File: src/rtl/decode_stage_if.sv
// decode_stage_if: fetch-side handshake, register-file read port and execute-side
// handshake/payload of the decode stage, bundled into one interface.
// The "slave" modport is the decode stage's view; "master" is its environment.
interface decode_stage_if #(
    parameter int unsigned N = 32
);
    // Upstream (fetch) handshake and instruction
    logic         in_valid;
    logic         in_ready;
    logic [31:0]  in_instr;
    logic [N-1:0] in_pc;

    // Register-file read port
    logic [4:0]   rs1_addr;
    logic [4:0]   rs2_addr;
    logic [N-1:0] rs1_data;
    logic [N-1:0] rs2_data;

    // Downstream (execute) handshake and decoded payload
    logic         out_valid;
    logic         out_ready;
    logic [2:0]   out_alu_type;
    logic [N-1:0] out_in1;
    logic [N-1:0] out_in2;
    logic [4:0]   out_rd;
    logic         out_we;
    logic [N-1:0] out_pc;
    logic         out_illegal;

    modport slave (
        input  in_valid, in_instr, in_pc, rs1_data, rs2_data, out_ready,
        output in_ready, rs1_addr, rs2_addr,
        output out_valid, out_alu_type, out_in1, out_in2, out_rd, out_we, out_pc, out_illegal
    );

    modport master (
        output in_valid, in_instr, in_pc, rs1_data, rs2_data, out_ready,
        input  in_ready, rs1_addr, rs2_addr,
        input  out_valid, out_alu_type, out_in1, out_in2, out_rd, out_we, out_pc, out_illegal
    );
endinterface

File: src/rtl/decode_stage.sv
// decode_stage: RV32I decode for OP, OP-IMM, LUI and AUIPC into ALU operation and operands,
// with a valid/ready pipeline register toward execute.
// Build option: define DECODE_SKID_EN for a two-entry skid buffer (output register plus one
// spare) whose in_ready is a flop, cutting the out_ready -> in_ready combinational path.
// Without it a single output register is used and in_ready = !out_valid || out_ready.
module decode_stage #(
    parameter int unsigned N = 32
) (
    input  logic          clk,
    input  logic          rst_n,
    input  logic          flush,
    decode_stage_if.slave bus
);
    // Shared ALU operation encoding
    localparam logic [2:0] AluAdd = 3'd0;
    localparam logic [2:0] AluSub = 3'd1;
    localparam logic [2:0] AluXor = 3'd2;
    localparam logic [2:0] AluOr  = 3'd3;
    localparam logic [2:0] AluAnd = 3'd4;

    // All legal opcodes end in 2'b11, so a full 7-bit compare also rejects compressed encodings
    localparam logic [6:0] OpcOp    = 7'b0110011;
    localparam logic [6:0] OpcOpImm = 7'b0010011;
    localparam logic [6:0] OpcLui   = 7'b0110111;
    localparam logic [6:0] OpcAuipc = 7'b0010111;

    typedef struct packed {
        logic [2:0]   alu;
        logic [N-1:0] in1;
        logic [N-1:0] in2;
        logic [4:0]   rd;
        logic         we;
        logic [N-1:0] pc;
        logic         illegal;
    } payload_t;

    function automatic logic [N-1:0] sext32(input logic [31:0] v);
        logic [N-1:0] r;
        r       = {N{v[31]}};
        r[31:0] = v;
        return r;
    endfunction

    logic [6:0] opcode;
    logic [2:0] funct3;
    logic [6:0] funct7;
    logic [4:0] rd;

    assign opcode = bus.in_instr[6:0];
    assign funct3 = bus.in_instr[14:12];
    assign funct7 = bus.in_instr[31:25];
    assign rd     = bus.in_instr[11:7];

    assign bus.rs1_addr = bus.in_instr[19:15];
    assign bus.rs2_addr = bus.in_instr[24:20];

    payload_t dec;
    logic     dec_legal;

    // Decode the incoming instruction and select operands; illegal words get zero operands.
    always_comb begin
        dec       = '0;
        dec_legal = 1'b0;
        dec.alu   = AluAdd;
        dec.rd    = rd;
        dec.pc    = bus.in_pc;
        case (opcode)
            OpcOp: begin
                dec.in1 = bus.rs1_data;
                dec.in2 = bus.rs2_data;
                case (funct3)
                    3'b000: begin
                        if (funct7 == 7'b0000000) begin
                            dec.alu   = AluAdd;
                            dec_legal = 1'b1;
                        end else if (funct7 == 7'b0100000) begin
                            dec.alu   = AluSub;
                            dec_legal = 1'b1;
                        end
                    end
                    3'b100: begin
                        dec.alu   = AluXor;
                        dec_legal = (funct7 == 7'b0000000);
                    end
                    3'b110: begin
                        dec.alu   = AluOr;
                        dec_legal = (funct7 == 7'b0000000);
                    end
                    3'b111: begin
                        dec.alu   = AluAnd;
                        dec_legal = (funct7 == 7'b0000000);
                    end
                    default: ;
                endcase
            end
            OpcOpImm: begin
                dec.in1 = bus.rs1_data;
                dec.in2 = sext32({{20{bus.in_instr[31]}}, bus.in_instr[31:20]});
                case (funct3)
                    3'b000: begin
                        dec.alu   = AluAdd;
                        dec_legal = 1'b1;
                    end
                    3'b100: begin
                        dec.alu   = AluXor;
                        dec_legal = 1'b1;
                    end
                    3'b110: begin
                        dec.alu   = AluOr;
                        dec_legal = 1'b1;
                    end
                    3'b111: begin
                        dec.alu   = AluAnd;
                        dec_legal = 1'b1;
                    end
                    default: ;
                endcase
            end
            OpcLui: begin
                dec_legal = 1'b1;
                dec.in2   = sext32({bus.in_instr[31:12], 12'b0});
            end
            OpcAuipc: begin
                dec_legal = 1'b1;
                dec.in1   = bus.in_pc;
                dec.in2   = sext32({bus.in_instr[31:12], 12'b0});
            end
            default: ;
        endcase
        if (!dec_legal) begin
            dec.alu = AluAdd;
            dec.in1 = '0;
            dec.in2 = '0;
        end
        dec.we      = dec_legal && (rd != 5'd0);
        dec.illegal = !dec_legal;
    end

    payload_t out_q, out_d;
    logic     out_valid_q, out_valid_d;
    logic     in_fire, out_fire;

    assign in_fire  = bus.in_valid && bus.in_ready;
    assign out_fire = out_valid_q && bus.out_ready;

`ifdef DECODE_SKID_EN
    payload_t spare_q, spare_d;
    logic     spare_valid_q, spare_valid_d;

    assign bus.in_ready = !spare_valid_q;

    // Output slot refills from the spare first so ordering is kept; spare only fills on a stall.
    always_comb begin
        out_d         = out_q;
        out_valid_d   = out_valid_q;
        spare_d       = spare_q;
        spare_valid_d = spare_valid_q;
        if (flush) begin
            out_valid_d   = 1'b0;
            spare_valid_d = 1'b0;
        end else if (!out_valid_q || out_fire) begin
            if (spare_valid_q) begin
                out_d         = spare_q;
                out_valid_d   = 1'b1;
                spare_valid_d = 1'b0;
            end else if (in_fire) begin
                out_d       = dec;
                out_valid_d = 1'b1;
            end else begin
                out_valid_d = 1'b0;
            end
        end else if (in_fire) begin
            spare_d       = dec;
            spare_valid_d = 1'b1;
        end
    end

    // Skid buffer state.
    always_ff @(posedge clk or negedge rst_n) begin
        if (!rst_n) begin
            out_q         <= '0;
            out_valid_q   <= 1'b0;
            spare_q       <= '0;
            spare_valid_q <= 1'b0;
        end else begin
            out_q         <= out_d;
            out_valid_q   <= out_valid_d;
            spare_q       <= spare_d;
            spare_valid_q <= spare_valid_d;
        end
    end
`else
    assign bus.in_ready = !out_valid_q || bus.out_ready;

    // Single output register: load on accept, empty on drain, flush wins over both.
    always_comb begin
        out_d       = out_q;
        out_valid_d = out_valid_q;
        if (flush) begin
            out_valid_d = 1'b0;
        end else if (in_fire) begin
            out_d       = dec;
            out_valid_d = 1'b1;
        end else if (out_fire) begin
            out_valid_d = 1'b0;
        end
    end

    // Output register state.
    always_ff @(posedge clk or negedge rst_n) begin
        if (!rst_n) begin
            out_q       <= '0;
            out_valid_q <= 1'b0;
        end else begin
            out_q       <= out_d;
            out_valid_q <= out_valid_d;
        end
    end
`endif

    assign bus.out_valid    = out_valid_q;
    assign bus.out_alu_type = out_q.alu;
    assign bus.out_in1      = out_q.in1;
    assign bus.out_in2      = out_q.in2;
    assign bus.out_rd       = out_q.rd;
    assign bus.out_we       = out_q.we;
    assign bus.out_pc       = out_q.pc;
    assign bus.out_illegal  = out_q.illegal;
endmodule

File: src/flat_wrapper.sv
// flat-port wrapper written by rule: the top's interface ports become plain ports
module decode_stage_flat 
#(
    parameter int unsigned N = 32
)
  (clk, rst_n, flush, bus_in_valid, bus_in_instr, bus_in_pc, bus_rs1_data, bus_rs2_data, bus_out_ready, bus_in_ready, bus_rs1_addr, bus_rs2_addr, bus_out_valid, bus_out_alu_type, bus_out_in1, bus_out_in2, bus_out_rd, bus_out_we, bus_out_pc, bus_out_illegal);
  decode_stage_if #(.N(N)) bus_i ();
  input  logic clk;
  input  logic rst_n;
  input  logic flush;
  input wire logic [$bits(bus_i.in_valid)-1:0] bus_in_valid;
  input wire logic [$bits(bus_i.in_instr)-1:0] bus_in_instr;
  input wire logic [$bits(bus_i.in_pc)-1:0] bus_in_pc;
  input wire logic [$bits(bus_i.rs1_data)-1:0] bus_rs1_data;
  input wire logic [$bits(bus_i.rs2_data)-1:0] bus_rs2_data;
  input wire logic [$bits(bus_i.out_ready)-1:0] bus_out_ready;
  output wire logic [$bits(bus_i.in_ready)-1:0] bus_in_ready;
  output wire logic [$bits(bus_i.rs1_addr)-1:0] bus_rs1_addr;
  output wire logic [$bits(bus_i.rs2_addr)-1:0] bus_rs2_addr;
  output wire logic [$bits(bus_i.out_valid)-1:0] bus_out_valid;
  output wire logic [$bits(bus_i.out_alu_type)-1:0] bus_out_alu_type;
  output wire logic [$bits(bus_i.out_in1)-1:0] bus_out_in1;
  output wire logic [$bits(bus_i.out_in2)-1:0] bus_out_in2;
  output wire logic [$bits(bus_i.out_rd)-1:0] bus_out_rd;
  output wire logic [$bits(bus_i.out_we)-1:0] bus_out_we;
  output wire logic [$bits(bus_i.out_pc)-1:0] bus_out_pc;
  output wire logic [$bits(bus_i.out_illegal)-1:0] bus_out_illegal;
  assign bus_i.in_valid = bus_in_valid;
  assign bus_i.in_instr = bus_in_instr;
  assign bus_i.in_pc = bus_in_pc;
  assign bus_i.rs1_data = bus_rs1_data;
  assign bus_i.rs2_data = bus_rs2_data;
  assign bus_i.out_ready = bus_out_ready;
  assign bus_in_ready = bus_i.in_ready;
  assign bus_rs1_addr = bus_i.rs1_addr;
  assign bus_rs2_addr = bus_i.rs2_addr;
  assign bus_out_valid = bus_i.out_valid;
  assign bus_out_alu_type = bus_i.out_alu_type;
  assign bus_out_in1 = bus_i.out_in1;
  assign bus_out_in2 = bus_i.out_in2;
  assign bus_out_rd = bus_i.out_rd;
  assign bus_out_we = bus_i.out_we;
  assign bus_out_pc = bus_i.out_pc;
  assign bus_out_illegal = bus_i.out_illegal;
  decode_stage #(.N(N)) u_core (.clk(clk), .rst_n(rst_n), .flush(flush), .bus(bus_i));
endmodule
File: config.mk
export PLATFORM = sky130hd
export DESIGN_NAME = decode_stage_flat
export DESIGN_NICKNAME = d
export VERILOG_FILES = /design/src/rtl/decode_stage_if.sv /design/src/rtl/decode_stage.sv /design/src/flat_wrapper.sv
export SDC_FILE = /design/constraint.sdc
export NUM_CORES = 1
export LEC_CHECK = 0
export ABC_AREA = 1
export BUFFER_PORTS_ARGS = -buffer_cell sky130_fd_sc_hd__buf_2
export CAP_MARGIN = 0
export CORE_AREA = 8 8 116 118
export CTS_CLUSTER_SIZE = 14
export DETAILED_ROUTE_END_ITERATION = 10
export DIE_AREA = 0 0 124 126
export GPL_TIMING_DRIVEN = 0
export PLACE_DENSITY = 0.79
export SYNTH_ARGS = -nofsm -noshare
export SYNTH_HDL_FRONTEND = slang
export SYNTH_SLANG_ARGS = --single-unit
File: constraint.sdc
create_clock -name clk -period 1.9 [get_ports clk]
set_input_delay 0.38 -clock clk [delete_from_list [all_inputs] [get_ports clk]]
set_output_delay 0.38 -clock clk [all_outputs]
set_load 0.01 [all_outputs]
==> impl_metrics.csv, run 1 <==
group,metric,value,unit
status,status,"complete, no violations",
timing,rsz0062_at_grt,"no",
timing,hold_viol,0,
cells_and_area,nNetsFinal,1123,
cells_and_area,insertedDiodeCount,0,
clocking,clock_path_buffers,2,
synth,synth_top_cell_by_area,"dfrtp_1",
power,clockPowerShare,38.0,%
clocking,insertion_delay,0.35,ns
synth,yosys_warnings,0,
floorplan,die_w,124,µm
global_routing,antenna_found_initial,1,
power,p_sw,1.34,mW
synth,synth.ff_latch_count,107,
cells_and_area,instances_no_fill,1142,
worst_setup_path,cp_data_required_time,2.19,ns
clocking,clk_pin_slew_worst_paths,0.07,ns
global_routing,grt_usage,23.9,%
synth,syn_avg_cell_area,7.30,µm²
timing,max-slew-margin-rel,55.8,%
timing,slew_viol_final,0,
power,pwr-share-comb,14.2,%
power,max-vdd-ir-drop,488,µV
hold_path,hold_path.class,"primary input to asynchronous set/reset pin",
placed_design,hpwl,14.5,mm
timing,fin_worst_skew,0.00382,ns
detailed_routing,wl,18.6,mm
synth,synth_top_area_share,50.4,%
floorplan,start_util,45.4,%
placed_design,placed_area,6780,µm²
synth,synth-async-reset-ratio,100,%
floorplan,core.rowCount,40,
floorplan,core_area,11700,µm²
timing,setup_viol_count_final,0,
clocking,numCtsBuffers,9,
synth,synth_area_leaders,"dfrtp_1, nand2_1, nand3_1",
power,total_leakage_power,4.39,nW
synth,synth_cells,728,
synth,synth_flop_cell,"dfrtp_1",
job,max-cap-violations,0,
worst_setup_path,slowest_stage,"clkbuf_1",
detailed_routing,wl_per_cell,16.3,µm
synth,yosys.cell_count.top_type,"nand2_1",
timing,worst_slack,0.234,ns
synth,synth_cell_types,22,
power,swShare,25.9,%
detailed_routing,initialDrtViolationCount,474,
cells_and_area,final_area,7090,µm²
cells_and_area,areaGrowthSynthToFinish,33.5,%
worst_setup_path,cp-start-kind,"flip-flop",
synth,netlist_area,5310,µm²
power,p_int,3.82,mW
detailed_routing,first_pass_iters,6,
clocking,cts.sinks,107,
floorplan,io-pin-count,251,
worst_setup_path,cp_data_arrival_time,1.96,ns
worst_setup_path,critPathMaxStageDelay,0.40,ns
synth,synth_edf_count,0,
clocking,cts_root_buf,"clkbuf_16",
clocking,hold_buffers,0,
clocking,post_cts_resized,0,
worst_setup_path,worstPathMaxFanout,10,
placed_design,io_buffers,250,
detailed_routing,drc,0,
worst_setup_path,cpMostUsedCell,"nand2_1",
floorplan,die_height,126,µm
power,powerDensity,727,nW/µm²
worst_setup_path,path_cells,"inv_1 -> nor2_1 -> nor3_4 -> inv_2 -> buf_2 -> clkbuf_1 -> nand2_1 -> nand2_1",
detailed_routing,vias_per_cell,4.92,
timing,clock.fmax,600,MHz
synth,yosysSeqAreaShare,50.4,%
timing,fin_crit,1.67,ns
cells_and_area,drive_above_1_share,32.2,%
worst_setup_path,path_class,"flip-flop to flip-flop",
placed_design,gp_congestion,0.828,
clocking,cts_tree,"done",
timing,period_share,87.7,%
worst_setup_path,critPathCaptureType,"flip-flop",
global_routing,grt_pass1_wl,29.0,mm
global_routing,grt_overflow,0,
detailed_routing,ant_nets,0,
synth,synthesis.nets,861,
clocking,postCtsSetupBuffers,0,
timing,timing.hold.ws,0.0501,ns
floorplan,die-area,15600,µm²
timing,tightest_slew,0.663,ns
global_routing,first_global_vias,5547,
timing,fin_tns_setup,0,ns
clocking,cts-htree-levels,3,
synth,synthTopCellsByCount,"nand2_1, dfrtp_1, nor2_1, nand3_1, inv_1",
detailed_routing,vias,5623,
global_routing,grt_max_degree,62,
placed_design,dpl_worst_slack,-0.0296,ns
placed_design,dp.cells,1126,
power,seqPwrFrac,47.8,%
## power groups by stage
stage | Clock, mW | Combinational (mW) | Sequential, mW
2_1_floorplan | 0 | 0.241 | 2.56
3_3_place_gp | 0 | 0.725 | 2.50
3_5_place_dp | 0 | 0.745 | 2.50
4_1_cts | 1.99 | 0.744 | 2.47
5_1_grt | 2.08 | 0.818 | 2.48
6_report | 1.96 | 0.730 | 2.47
## layout by cell type, fill, tap and decap left out, types with 2 or more instances in the layout
cell / instances
a21oi_1: 14
buf_2: 276
buf_4: 16
buf_6: 2
clkbuf_1: 7
clkbuf_16: 9
clkbuf_8: 3
clkinv_2: 2
dfrtp_1: 107
inv_1: 48
inv_2: 2
nand2_1: 327
nand3_1: 59
nor2_1: 72
nor3_1: 3
nor3_4: 2
o21ai_0: 31
o21ai_1: 5
## logic make-up (layout without fill, tap and decap cells)
logic type | after synthesis | after routing | share of synthesized area, %
AOI/OAI and AO/OA | 50 | 50 | 4.71
buffers and inverters | 101 | 368 | 9.12
DFF | 107 | 107 | 50.4
and+or+nand+nor | 470 | 470 | 35.8
## flip-flops by register name (all words and copies together) (netlist names)
| register | count |
|---|---|
| u_core.bus.out_we | 1 |
| u_core.bus.out_pc | 32 |
| u_core.bus.out_rd | 5 |
| u_core.bus.out_in2 | 32 |
| u_core.bus.out_illegal | 1 |
| u_core.bus.out_valid | 1 |
| u_core.bus.out_alu_type | 3 |
| u_core.bus.out_in1 | 32 |
## worst max-delay path, delay by kind of cell, from the launching register on
kind                   cells  cell delay, ns
AND/OR/NAND/NOR            4            0.49
flip-flops                 1            0.34
buffers and inverters      4            0.78
## path summary, 6_finish.rpt
kind,end,cells after the start,slack (ns),start
worst max-delay path,u_core.bus.out_in1[24],8,0.23,u_core.bus.out_valid
worst min-delay path,u_core.bus.out_in2[18],1,0.05,rst_n
worst max register to register,u_core.bus.out_in1[24],8,0.23,u_core.bus.out_valid
worst min register to register,u_core.bus.out_rd[2],2,0.47,u_core.bus.out_rd[2]
max in group asynchronous,u_core.bus.out_pc[10],2,1.14,rst_n
min in group clk,u_core.bus.out_valid,2,0.23,flush
## area by class of cell
cell class | instances | area (µm²)
clock inverter | 4 | 47.5
inverter | 50 | 188
sequential | 107 | 2680
clock buffer | 12 | 267
buffer | 51 | 297
tap | 147 | 184
timing repair buffer | 251 | 1280
multi-input combinational | 520 | 2150
fill | 1109 | 4620
## per-stage QoR
stage	util [%]	power (mW)
finish	60.5	5.16
global route	60.5	5.38
CTS	60.5	5.20
detailed placement	57.9	3.25
global placement	57.6	3.23
floorplan	-	2.81
## metal layers
layer / vias to the layer above / part of all wire (%) / track usage [%]
met4: 2 / 1.3 / 6.72
met2: 283 / 47 / 39.6
met3: 20 / 12 / 7.77
met5: - / 0.065 / 0
li1: 2747 / - / -
met1: 2571 / 39 / 28.8
(Power assumes the default switching activity.)
==> run 2, diff against run 1 <==
--- a/config.mk
+++ b/config.mk
@@ -5,13 +5,12 @@
 export SDC_FILE = /design/constraint.sdc
 export NUM_CORES = 1
 export LEC_CHECK = 0
-export ABC_AREA = 1
 export BUFFER_PORTS_ARGS = -buffer_cell sky130_fd_sc_hd__buf_2
 export CAP_MARGIN = 0
-export CORE_AREA = 8 8 116 118
+export CORE_AREA = 8 8 114 116
 export CTS_CLUSTER_SIZE = 14
 export DETAILED_ROUTE_END_ITERATION = 10
-export DIE_AREA = 0 0 124 126
+export DIE_AREA = 0 0 122 124
 export GPL_TIMING_DRIVEN = 0
 export PLACE_DENSITY = 0.79
 export SYNTH_ARGS = -nofsm -noshare
==> impl_metrics.csv, run 2 <==
group,metric,value,unit
power,seqPwrFrac,46.4,%
detailed_routing,vias_per_cell,5.37,
worst_setup_path,cp_data_required_time,2.17,ns
worst_setup_path,worstPathMaxFanout,10,
synth,synthTopCellsByCount,"dfrtp_1, nand2_1, o21ai_0, a32o_1, mux2_2",
detailed_routing,first_pass_iters,4,
cells_and_area,layout_commonest_cell,"buf_2",
job,max-cap-violations,0,
worst_setup_path,r2r_end,"u_core.bus.out_pc[3]",
detailed_routing,ant_nets,0,
detailed_routing,wl,16.7,mm
placed_design,gp_congestion,0.884,
cells_and_area,areaGrowthSynthToFinish,35.4,%
timing,clock.fmax,558,MHz
worst_setup_path,worstSetupStartpoint,"bus_in_instr[2]",
synth,synthesis.nets,606,
power,total_leakage_power,3.61,nW
worst_setup_path,critPathCaptureType,"flip-flop",
synth,syn_avg_cell_area,10.6,µm²
hold_path,hold_path.class,"primary input to asynchronous set/reset pin",
placed_design,placed_area,6480,µm²
global_routing,antenna_found_initial,1,
power,max-vdd-ir-drop,659,µV
worst_setup_path,rr_worst_depth,4,
floorplan,start_util,44.9,%
cells_and_area,nNetsFinal,866,
global_routing,grt_pass1_wl,25.8,mm
worst_setup_path,path_depth,8,
timing,rsz0062_at_grt,"yes",
worst_setup_path,cpMostUsedCell,"clkbuf_1",
clocking,cts.sinks,107,
timing,fin_tns_setup,0,ns
clocking,clk_pin_slew_worst_paths,0.07,ns
cells_and_area,drive_above_1_share,45.4,%
clocking,clock_path_buffers,2,
power,totalPowerFinal,5.39,mW
floorplan,die_w,122,µm
clocking,cts_root_buf,"clkbuf_16",
placed_design,hpwl,13.3,mm
timing,max-slew-margin-rel,46.9,%
global_routing,grt_overflow,0,
cells_and_area,layout_common_cells,"buf_2, dfrtp_1, nand2_1",
timing,fin_worst_skew,0.00668,ns
worst_setup_path,path_cells,"buf_2 -> clkbuf_2 -> nor2b_1 -> clkbuf_1 -> clkbuf_1 -> nand2_1 -> o21ai_0 -> a32o_1",
global_routing,grt_max_degree,61,
cells_and_area,final_area,6800,µm²
clocking,postCtsSetupBuffers,0,
synth,synth_cell_types,28,
worst_setup_path,path_class,"primary input to flip-flop",
timing,hold_viol,0,
synth,synth_cells,473,
clocking,cts-htree-levels,3,
detailed_routing,wl_per_cell,18.9,µm
synth,synth_top_cell_by_area,"dfrtp_1",
timing,fin_crit,1.79,ns
cells_and_area,fillCellCount,951,
power,powerDensity,792,nW/µm²
timing,worst_slack,0.107,ns
synth,netlist_area,5020,µm²
worst_setup_path,critical_path.top_delay_family,"buffers and inverters",
floorplan,die_height,124,µm
worst_setup_path,cp-start-kind,"primary input",
worst_setup_path,cp_data_arrival_time,2.06,ns
synth,synth.ff_latch_count,107,
power,swShare,25.9,%
global_routing,first_global_vias,5018,
clocking,cts_tree,"done",
synth,synth_area_leaders,"dfrtp_1, a32o_1, mux2_2",
worst_setup_path,r2r-start,"u_core.bus.out_valid",
synth,synth_flop_cell,"dfrtp_1",
power,pwr-share-comb,17.8,%
status,status,"complete, no violations",
floorplan,core_area,11200,µm²
cells_and_area,insertedDiodeCount,0,
synth,yosys_warnings,0,
detailed_routing,initialDrtViolationCount,318,
synth,synth_top_area_share,53.3,%
floorplan,io-pin-count,251,
clocking,numCtsBuffers,9,
timing,tightest_slew,0.796,ns
worst_setup_path,slowest_stage,"clkbuf_1",
power,clockPowerShare,35.8,%
timing,period_share,94.4,%
detailed_routing,vias,4733,
power,p_int,3.99,mW
floorplan,core.rowCount,39,
detailed_routing,drc,0,
synth,synth_edf_count,0,
synth,yosysSeqAreaShare,53.3,%
placed_design,dpl_worst_slack,-0.507,ns
worst_setup_path,critPathMaxStageDelay,0.38,ns
timing,setup_viol_count_final,0,
placed_design,io_buffers,249,
global_routing,grt_usage,21.6,%
clocking,insertion_delay,0.33,ns
power,p_sw,1.40,mW
synth,yosys.cell_count.top_type,"dfrtp_1",
worst_setup_path,cp.buffers_inverters,4,
floorplan,die-area,15100,µm²
synth,synth-async-reset-ratio,100,%
worst_setup_path,r2r_setup_slack,0.19,ns
timing,slew_viol_final,0,
run 2: cell count changes after synthesis, sizes merged, moves of 17 or more:
cell / change
inv: -17
mux2: +38
nand2: -260
nand3: -58
clkbuf: +23
o21ai: +29
a32o: +53
buf: -22
nor2: -72
run 2: worst max-delay path by stage:
stage                              to  slack, ns
2_1_floorplan   u_core.bus.out_in1[1]       0.18
4_1_cts         u_core.bus.out_pc[27]       0.08
6_report        u_core.bus.out_in1[6]       0.11
3_3_place_gp    u_core.bus.out_pc[11]      -0.71
3_5_place_dp   u_core.bus.out_in1[19]      -0.51
5_1_grt        u_core.bus.out_in1[10]     -0.005
run 2: cell type report:
type | count | area, µm² | share of cell area [%]
plain buffers | 51 | 288 | 4.23
clock buffers | 12 | 267 | 3.92
clock inverters | 4 | 47.5 | 0.699
inverters | 33 | 124 | 1.82
multi-input cells | 281 | 1940 | 28.6
flip-flops and latches | 107 | 2680 | 39.4
well taps | 143 | 179 | 2.63
repair buffers | 250 | 1280 | 18.8
run 2: routing by layer:
metal | global-route usage (%) | wire, µm | up-vias
met1 | 24.5 | 6440 | 2310
li1 | - | - | 2200
met3 | 5.76 | 1160 | 29
met2 | 38.4 | 8690 | 192
met5 | 0 | 12 | -
met4 | 7.71 | 361 | 2
run 2: power groups by stage:
stage / Combinational, mW / Sequential [mW] / Clock, mW
floorplan: 0.392 / 2.61 / 0
finish: 0.959 / 2.50 / 1.93
detailed placement: 0.965 / 2.54 / 0
global route: 1.05 / 2.51 / 2.06
global placement: 0.931 / 2.52 / 0
CTS: 0.968 / 2.50 / 1.98
run 2: what timing repair did:
action / CTS / global route
gates resized for setup: 4 / 12
setup endpoints to repair: 51 / 49
hold buffers: 0 / 0
pin swaps: 0 / 0
run 2: kinds of logic after synthesis:
group,count (synthesis),share of synthesized area [%]
AND/OR/NAND/NOR,86,7.50
flip-flops,107,53.3
AO/OA/AOI/OAI,146,20.5
multiplexers,49,10.7
buffers and inverters,85,8.02
run 2: per-stage QoR:
step | hold WS, ns | instances | util [%]
global route | 0.173 | 881 | 60.9
floorplan | 0.0844 | 473 | -
global placement | 0.459 | 865 | 57.7
detailed placement | 0.474 | 866 | 58.0
CTS | 0.153 | 881 | 60.8
finish | 0.123 | 881 | 60.9
==> run 3, diff against run 2 <==
--- a/config.mk
+++ b/config.mk
@@ -5,14 +5,16 @@
 export SDC_FILE = /design/constraint.sdc
 export NUM_CORES = 1
 export LEC_CHECK = 0
+export ABC_AREA = 1
 export BUFFER_PORTS_ARGS = -buffer_cell sky130_fd_sc_hd__buf_2
 export CAP_MARGIN = 0
-export CORE_AREA = 8 8 114 116
+export CORE_AREA = 8 8 112 114
 export CTS_CLUSTER_SIZE = 14
 export DETAILED_ROUTE_END_ITERATION = 10
-export DIE_AREA = 0 0 122 124
+export DIE_AREA = 0 0 120 122
 export GPL_TIMING_DRIVEN = 0
-export PLACE_DENSITY = 0.79
+export PLACE_DENSITY = 0.85
+export SKIP_LAST_GASP = 1
 export SYNTH_ARGS = -nofsm -noshare
 export SYNTH_HDL_FRONTEND = slang
 export SYNTH_SLANG_ARGS = --single-unit
==> constraint.sdc (replaced) <==
create_clock -name clk -period 2.3 [get_ports clk]
set_input_delay 0.46 -clock clk [delete_from_list [all_inputs] [get_ports clk]]
set_output_delay 0.46 -clock clk [all_outputs]
set_load 0.01 [all_outputs]
==> impl_metrics.csv, run 3 (synthesized netlist as in run 1, its figures left out) <==
group,metric,value,unit
power,pwr-share-comb,16.1,%
placed_design,placed_area,6770,µm²
global_routing,first_global_vias,5680,
power,swShare,28.0,%
power,max-vdd-ir-drop,330,µV
timing,fin_crit,1.73,ns
detailed_routing,drc,0,
cells_and_area,final_area,6950,µm²
worst_setup_path,worstPathMaxFanout,10,
detailed_routing,wl_per_cell,16.3,µm
global_routing,antenna_found_initial,0,
clocking,clock_path_buffers,2,
worst_setup_path,cp_data_arrival_time,2.04,ns
detailed_routing,vias,5654,
timing,period_share,75.0,%
global_routing,grt_max_degree,64,
cells_and_area,drive_above_1_share,32.0,%
clocking,insertion_delay,0.37,ns
floorplan,die_height,122,µm
power,p_sw,1.06,mW
floorplan,core.rowCount,38,
placed_design,gp_congestion,0.839,
power,totalPowerFinal,3.77,mW
clocking,cts_root_buf,"clkbuf_8",
floorplan,die-area,14600,µm²
power,p_int,2.71,mW
timing,hold_viol,0,
cells_and_area,register_area,2680,µm²
timing,setup_viol_count_final,0,
cells_and_area,layout_common_cells,"nand2_1, buf_2, dfrtp_1",
power,total_leakage_power,4.33,nW
cells_and_area,fillCellCount,997,
detailed_routing,wl,18.5,mm
global_routing,grt_usage,24.8,%
cells_and_area,multiInputGateArea,2150,µm²
placed_design,io_buffers,250,
cells_and_area,final_util,65.0,%
floorplan,start_util,49.6,%
detailed_routing,vias_per_cell,4.99,
clocking,cts-htree-levels,3,
detailed_routing,ant_nets,0,
detailed_routing,first_pass_iters,4,
timing,slew_viol_final,0,
placed_design,hpwl,14.5,mm
floorplan,core_area,10700,µm²
detailed_routing,initialDrtViolationCount,350,
clocking,cts.sinks,107,
cells_and_area,areaGrowthSynthToFinish,30.9,%
status,status,"complete, no violations",
worst_setup_path,critPathCaptureType,"flip-flop",
timing,clock.fmax,580,MHz
worst_setup_path,cp_data_required_time,2.62,ns
global_routing,grt_overflow,0,
worst_setup_path,cp-start-kind,"flip-flop",
clocking,cts_tree,"done",
power,seqPwrFrac,54.0,%
timing,max-slew-margin-rel,42.6,%
clocking,post_cts_resized,0,
power,powerDensity,542,nW/µm²
floorplan,io-pin-count,251,
timing,rsz0062_at_grt,"no",
job,max-cap-violations,0,
clocking,numCtsBuffers,9,
cells_and_area,nNetsFinal,1123,
timing,fin_worst_skew,0.00567,ns
worst_setup_path,path_class,"flip-flop to flip-flop",
clocking,hold_buffers,0,
global_routing,grt_pass1_wl,28.7,mm
clocking,postCtsSetupBuffers,0,
hold_path,hold_path.class,"primary input to asynchronous set/reset pin",
timing,tightest_slew,0.860,ns
power,clockPowerShare,29.9,%
floorplan,die_w,120,µm
cells_and_area,layout_commonest_cell,"nand2_1",
clocking,clk_pin_slew_worst_paths,0.10,ns
[run 3: changes by cell type in the layout (fill, tap and decap cells not counted), moves of 11 or more]
cell / change
nor2_1: +70
mux2_2: -38
inv_1: +15
a32o_1: -53
nand3_1: +57
clkbuf_1: -14
o21ai_0: -25
nand2_1: +258
mux2i_1: -11
buf_2: +26
[run 3: layout make-up]
| cell class | count | share of cell area, % |
|---|---|---|
| Clock buffer | 9 | 1.78 |
| Sequential cell | 107 | 38.5 |
| Clock inverter | 5 | 0.810 |
| Inverter | 50 | 2.70 |
| Tap cell | 140 | 2.52 |
| Antenna cell | 1 | 0.0360 |
| Timing Repair Buffer | 251 | 18.4 |
| Multi-Input combinational cell | 520 | 30.9 |
| Buffer | 51 | 4.27 |
[run 3: worst paths after layout]
check / start / end / slack [ns] / cells past startpoint
hold reg to reg: u_core.bus.out_pc[26] / u_core.bus.out_pc[26] / 0.48 / 2
hold / removal: rst_n / u_core.bus.out_in2[25] / 0.20 / 1
setup reg to reg: u_core.bus.out_valid / u_core.bus.out_in1[18] / 0.57 / 8
setup / recovery: u_core.bus.out_valid / u_core.bus.out_in1[18] / 0.57 / 8
min in group clk: flush / u_core.bus.out_valid / 0.29 / 2
max in group asynchronous: rst_n / u_core.bus.out_alu_type[0] / 1.39 / 2
[run 3: layer usage]
layer  wire length [µm]  vias to the layer above  GRT usage [%]  part of all wire, %
met5                  0                        -              0                    0
met4                402                        0           9.52                  2.2
met3               1900                       33           7.77                   10
met2               8880                      286           42.3                   48
met1               7340                     2592           28.8                   40
li1                   -                     2743              -                    -
[run 3: power by group through the flow]
stage | clock (mW) | sequential (mW) | combinational [mW]
after floorplan | 0 | 2.12 | 0.199
after global placement | 0 | 2.06 | 0.599
after detailed placement | 0 | 2.07 | 0.618
after CTS | 1.14 | 2.03 | 0.617
after global routing | 1.19 | 2.05 | 0.678
final | 1.13 | 2.03 | 0.608
[run 3: metrics by stage]
| stage | TNS, ns | hold WS (ns) | std cells | worst slack [ns] |
|---|---|---|---|---|
| after floorplan | 0 | 0.164 | 728 | 0.842 |
| after global placement | -51.54 | 0.449 | 1118 | -0.491 |
| after detailed placement | 0 | 0.454 | 1119 | 0.408 |
| after CTS | 0 | 0.218 | 1133 | 0.567 |
| after global routing | 0 | 0.260 | 1133 | 0.359 |
| final | 0 | 0.203 | 1134 | 0.575 |
[run 3: worst max-delay path, cell delays in order, from the launching register on]
cell and delay, ns:
dfrtp_1 0.38, inv_1 0.05, nor2_1 0.20, nor3_4 0.09
inv_2 0.09, buf_2 0.24, clkbuf_1 0.42, nand2_1 0.11
nand2_1 0.09
